`config.mk`:
```
export PLATFORM = sky130hd
export DESIGN_NAME = cmp_share_ctrl
export DESIGN_NICKNAME = d
export VERILOG_FILES = /design/src/rtl/cmp_pkg.sv /design/src/rtl/cmp_chunk.sv /design/src/rtl/cmp_share_ctrl.sv
export SDC_FILE = /design/constraint.sdc
export NUM_CORES = 1
export LEC_CHECK = 0
export CORE_MARGIN = 8
export CORE_UTILIZATION = 35
export CTS_BUF_LIST = sky130_fd_sc_hd__clkbuf_4
export CTS_CLUSTER_DIAMETER = 30
export DETAILED_ROUTE_END_ITERATION = 16
export GPL_TIMING_DRIVEN = 0
export PLACE_DENSITY_LB_ADDON = 0.2
export SETUP_SLACK_MARGIN = 0.1
export SYNTH_ARGS = -nofsm -noshare
export SYNTH_HDL_FRONTEND = slang
export SYNTH_SLANG_ARGS = --single-unit
```
`constraint.sdc`:
```
create_clock -name clk -period 1.6 [get_ports clk]
set_input_delay 0.24 -clock clk [delete_from_list [all_inputs] [get_ports clk]]
set_output_delay 0.24 -clock clk [all_outputs]
set_load 0.02 [all_outputs]
```
`src/rtl/cmp_pkg.sv`:
```
// Shared types and constants for the shared compare engine (cmp_share_ctrl).
package cmp_pkg;

    typedef enum logic [1:0] {
        IDLE = 2'd0,
        SCAN = 2'd1,
        DONE = 2'd2
    } state_e;

    localparam logic REQ_ALU = 1'b0;
    localparam logic REQ_BR  = 1'b1;

    localparam int unsigned XLEN_DEF  = 64;
    localparam int unsigned CHUNK_DEF = 8;

endpackage

```
`src/rtl/cmp_chunk.sv`:
```
// Combinational CHUNK-bit unsigned magnitude compare.
module cmp_chunk #(
    parameter int unsigned CHUNK = 8
) (
    input  logic [CHUNK-1:0] a_i,
    input  logic [CHUNK-1:0] b_i,
    output logic             lt_o,
    output logic             eq_o
);

    assign lt_o = (a_i < b_i);
    assign eq_o = (a_i == b_i);

endmodule

```
`src/rtl/cmp_share_ctrl.sv`:
```
// Two-requester round-robin arbiter around a chunked MSB-first comparator.
// Define CMP_EARLY_EXIT_EN to stop on the first differing chunk; otherwise constant-time.
module cmp_share_ctrl
    import cmp_pkg::*;
#(
    parameter int unsigned XLEN  = XLEN_DEF,
    parameter int unsigned CHUNK = CHUNK_DEF
) (
    input  logic            clk,
    input  logic            rst_n,
    input  logic            flush,
    input  logic            req0_valid,
    output logic            req0_ready,
    input  logic [XLEN-1:0] req0_rs1,
    input  logic [XLEN-1:0] req0_rs2,
    input  logic            req0_signed,
    input  logic            req1_valid,
    output logic            req1_ready,
    input  logic [XLEN-1:0] req1_rs1,
    input  logic [XLEN-1:0] req1_rs2,
    input  logic            req1_signed,
    output logic            rsp_valid,
    input  logic            rsp_ready,
    output logic            rsp_id,
    output logic            rsp_lt,
    output logic            rsp_eq,
    output logic [XLEN-1:0] rsp_result
);

    localparam int unsigned NCHUNK = XLEN / CHUNK;
    localparam int unsigned IDXW   = (NCHUNK > 1) ? $clog2(NCHUNK) : 1;
    localparam logic [IDXW-1:0] IDX_LAST = IDXW'(NCHUNK - 1);

    state_e          state_q, state_d;
    logic [IDXW-1:0] idx_q, idx_d;
    logic [XLEN-1:0] a_q, a_d;
    logic [XLEN-1:0] b_q, b_d;
    logic            id_q, id_d;
    logic            last_q, last_d;
    logic            lt_q, lt_d;
    logic            eq_q, eq_d;
`ifndef CMP_EARLY_EXIT_EN
    logic            found_q, found_d;
`endif

    logic            grant0, grant1, idle;
    logic [XLEN-1:0] acc_rs1, acc_rs2;
    logic            acc_signed;
    logic            chunk_lt, chunk_eq;

    assign idle   = (state_q == IDLE);
    assign grant0 = req0_valid & (~req1_valid | last_q);
    assign grant1 = req1_valid & (~req0_valid | ~last_q);

    assign req0_ready = idle & grant0 & ~flush;
    assign req1_ready = idle & grant1 & ~flush;

    assign acc_rs1    = grant1 ? req1_rs1    : req0_rs1;
    assign acc_rs2    = grant1 ? req1_rs2    : req0_rs2;
    assign acc_signed = grant1 ? req1_signed : req0_signed;

    // Operands shift left each SCAN cycle so the active chunk is always the top one.
    cmp_chunk #(.CHUNK(CHUNK)) u_chunk (
        .a_i  (a_q[XLEN-1 -: CHUNK]),
        .b_i  (b_q[XLEN-1 -: CHUNK]),
        .lt_o (chunk_lt),
        .eq_o (chunk_eq)
    );

    always_comb begin
        state_d = state_q;
        idx_d   = idx_q;
        a_d     = a_q;
        b_d     = b_q;
        id_d    = id_q;
        last_d  = last_q;
        lt_d    = lt_q;
        eq_d    = eq_q;
`ifndef CMP_EARLY_EXIT_EN
        found_d = found_q;
`endif
        unique case (state_q)
            IDLE: begin
                if (req0_ready || req1_ready) begin
                    // Signed compare: flipping both MSBs maps two's complement onto unsigned order.
                    a_d     = {acc_rs1[XLEN-1] ^ acc_signed, acc_rs1[XLEN-2:0]};
                    b_d     = {acc_rs2[XLEN-1] ^ acc_signed, acc_rs2[XLEN-2:0]};
                    id_d    = grant1 ? REQ_BR : REQ_ALU;
                    last_d  = grant1;
                    idx_d   = IDX_LAST;
`ifndef CMP_EARLY_EXIT_EN
                    found_d = 1'b0;
`endif
                    state_d = SCAN;
                end
            end
            SCAN: begin
                if (flush) begin
                    state_d = IDLE;
                end else begin
                    a_d = a_q << CHUNK;
                    b_d = b_q << CHUNK;
`ifdef CMP_EARLY_EXIT_EN
                    lt_d = chunk_lt;
                    eq_d = chunk_eq;
                    if (!chunk_eq || idx_q == '0) begin
                        state_d = DONE;
                    end else begin
                        idx_d = idx_q - 1'b1;
                    end
`else
                    if (!found_q) begin
                        lt_d    = chunk_lt;
                        eq_d    = chunk_eq;
                        found_d = ~chunk_eq;
                    end
                    if (idx_q == '0) begin
                        state_d = DONE;
                    end else begin
                        idx_d = idx_q - 1'b1;
                    end
`endif
                end
            end
            DONE: begin
                if (flush || rsp_ready) begin
                    state_d = IDLE;
                end
            end
            default: state_d = IDLE;
        endcase
    end

    always_ff @(posedge clk or negedge rst_n) begin
        if (!rst_n) begin
            state_q <= IDLE;
            idx_q   <= '0;
            a_q     <= '0;
            b_q     <= '0;
            id_q    <= 1'b0;
            last_q  <= 1'b1;
            lt_q    <= 1'b0;
            eq_q    <= 1'b0;
`ifndef CMP_EARLY_EXIT_EN
            found_q <= 1'b0;
`endif
        end else begin
            state_q <= state_d;
            idx_q   <= idx_d;
            a_q     <= a_d;
            b_q     <= b_d;
            id_q    <= id_d;
            last_q  <= last_d;
            lt_q    <= lt_d;
            eq_q    <= eq_d;
`ifndef CMP_EARLY_EXIT_EN
            found_q <= found_d;
`endif
        end
    end

    assign rsp_valid  = (state_q == DONE);
    assign rsp_id     = id_q;
    assign rsp_lt     = lt_q;
    assign rsp_eq     = eq_q;
    assign rsp_result = {{(XLEN-1){1'b0}}, lt_q};

endmodule

```
==> metrics.txt <==
outcome=finished, violations left; violations in the final reports=setup timing; clock sink count=138; Placement Cell Area=11700 um^2; row cnt=56; MaxCap Viol Count=0; Power Density=1070 nW/um^2; critical path class=flop to primary output; largest net degree at the start of global routing=81; placed instance count=1614; port buffer count=270; TritonCTS Buffers=17; Sw Share=37.9%; most frequent cells in the layout=262 x clkdlybuf4s50_1, 155 x o21ai_1, 136 x dfrtp_1; Leak Pwr=5.98 nW; clock slew at reported path FFs=0.14 ns; sequential fraction of the synthesis area=41.7%; RSZ-0062 raised after global routing=yes; FF-to-FF setup slack=-0.33 ns; clock latency on the worst-skew pair=0.58 ns; initial antenna violation count=1; Cells after Synth=962; minimum clock period=2.01 ns; final net count=1648; CORE AREA=23300 um^2; Clk network pwr share=16.8%; Clock Root Buffer=clkbuf_4; Final HPWL DP=23100 um; Initial Util=35.5%; Reg power frac=34.8%; r2r endpoint=a_q[7]; total gr overflow=0; Ys Warns=0; GPL Wtd Cong=0.787; number of I/O pins=334; Worst VDD drop=0.553 mV; Area Overhead vs Synth=76.1%; CP required=1.36 ns; first-pass GRT wire length=46900 um; dominant cells by area after synthesis=dfrtp_1 41%, a211oi_1 10%, nor2b_1 8.5%; vias in the first global route=8674; worst-margin pin slew=1.02 ns; Synth Register Bits=138; internal power=0.00971 W; final setup margin=-0.410 ns; H-tree levels=4; number of max-slew violations in the final report=0; Total Power=0.0156 W; post-route cell area=14600 um^2; Setup TNS=-33.25 ns; Net Switching=0.00593 W; Final Cycle Share=126%; Hold Violations, Final=0; relative slew slack=31.5%; ANT nets after route=0; wire length per cell=18.8 um; total track usage=20.7%; Residual DRC=0; Initial DRT Pass Iterations=4; Worst setup SP type=flop; post-synth top area cell=dfrtp_1; fmax=497 MHz; CP arrival=1.77 ns; Mapped Avg Cell Area=8.62 um^2; final core occ=62.5%; CTS tree=done; Final Skew=0.0275 ns; Critical Path End Type=primary output; DR vias/cell=4.87; share of post-route cells with drive strength above 1=30.1%; die area=28900 um^2; FF-to-FF Start=state_q[1]; synthesized area=8290 um^2; buffer depth of the longest clock path=2; post-synthesis cell type count=44; Routed WL=32000 um; commonest non-fill, non-tap cell in the layout=clkdlybuf4s50_1; Vias=8319; post-synth top area share=41.4%; die width=170 um; height of the die=170 um; crit path max fanout=2; initial DRC count=372; Worst R2R Path Depth=6; count of final setup violators=137; fin cells=1707; HP Class=input port to async pin; Logic pwr share=48.4%
## power groups by stage
| stage | Combinational (W) | Sequential (W) | Clock [W] |
|---|---|---|---|
| 3_3_place_gp | 0.00492 | 0.00545 | 0 |
| 3_5_place_dp | 0.00504 | 0.00548 | 0 |
| 6_report | 0.00757 | 0.00544 | 0.00262 |
| 2_1_floorplan | 0.00317 | 0.00526 | 0 |
| 5_1_grt | 0.00821 | 0.00559 | 0.00279 |
| 4_1_cts | 0.00614 | 0.00540 | 0.00265 |
## cell families (layout without fill, tap and decap cells)
| family | count (synthesis) | in the layout | synth area share, % |
|---|---|---|---|
| XOR/XNOR | 4 | 4 | 0.423 |
| buffers and inverters | 159 | 522 | 11.5 |
| AND/OR/NAND/NOR | 255 | 255 | 15.3 |
| flip-flops | 138 | 138 | 41.7 |
| other | 1 | 64 | 0.0452 |
| AO/OA/AOI/OAI | 379 | 379 | 27.6 |
| multiplexers | 16 | 16 | 1.93 |
| adder cells (fa/ha/maj) | 10 | 10 | 1.51 |
## state kept, by name (all words and copies together), names as in the netlist
name,cells
rsp_id,1
state_q,2
found_q,1
last_q,1
b_q,64
rsp_lt,1
rsp_eq,1
idx_q,3
a_q,64
## area by class of cell
| class | count | area, um^2 |
|---|---|---|
| clock inverters | 15 | 199 |
| diodes | 1 | 2.50 |
| plain buffers | 143 | 1380 |
| multi-input cells | 727 | 5360 |
| flip-flops and latches | 138 | 3460 |
| well taps | 319 | 399 |
| repair buffers | 331 | 3610 |
| inverters | 16 | 65.1 |
| clock buffers | 17 | 128 |
| fillers | 1994 | 8740 |
## layer usage
metal  vias to the layer above  GRT usage (%)  wire length (um)
met1                      4014           26.0             13600
met3                        29           5.31              1770
li1                       4043              -                 -
met4                         0           4.73               435
met5                         -              0                 0
met2                       233           35.3             16200
## repair_timing
item | in CTS | in global routing
hold endpoints to repair | 58 | 0
setup buffers | 26 | 15
cloned | 3 | 15
setup endpoints to repair | 143 | 143
resized for setup | 261 | 281
hold buffers | 1 | 0
pin swaps | 58 | 152
## Yosys cell counts (all sizes together)
cell type / instances
buf: 101
xor2: 2
mux2i: 16
a211oi: 110
xnor2: 2
clkbuf: 42
o22ai: 7
or2b: 1
nor2b: 113
and2: 2
o41ai: 2
ha: 10
a2bb2oi: 1
a21oi: 10
nand4b: 1
inv: 16
nand2: 126
o32a: 1
o21bai: 1
o21ai: 235
nor2: 6
a22oi: 1
a311o: 1
o211ai: 3
a41oi: 1
a21boi: 1
dfstp: 1
conb: 1
o21a: 3
a311oi: 2
dfrtp: 137
and2b: 1
nand2b: 2
nand4: 2
nor3: 1
## worst max-delay path: stages, from the launching register on
cell      delay [ns]
dfstp_2         0.58
a21boi_4        0.09
buf_8           0.14
buf_8           0.11
and2_4          0.13
buf_6           0.12
## metrics by stage
stage,setup slack (ns),hold slack (ns)
floorplan,0.0842,-0.0556
global placement,-5.40,0.456
detailed placement,-1.11,0.257
CTS,-0.430,0.214
global route,-0.476,0.194
finish,-0.410,0.174
## worst max path at each step
stage,start,to,depth (start not counted)
2_1_floorplan,last_q,a_q[56],6
3_3_place_gp,rst_n,b_q[18],1
3_5_place_dp,req1_valid,req1_ready,6
4_1_cts,last_q,req1_ready,5
5_1_grt,last_q,req1_ready,5
6_report,last_q,req1_ready,5
Note: power is estimated with default switching activity, not from simulation.
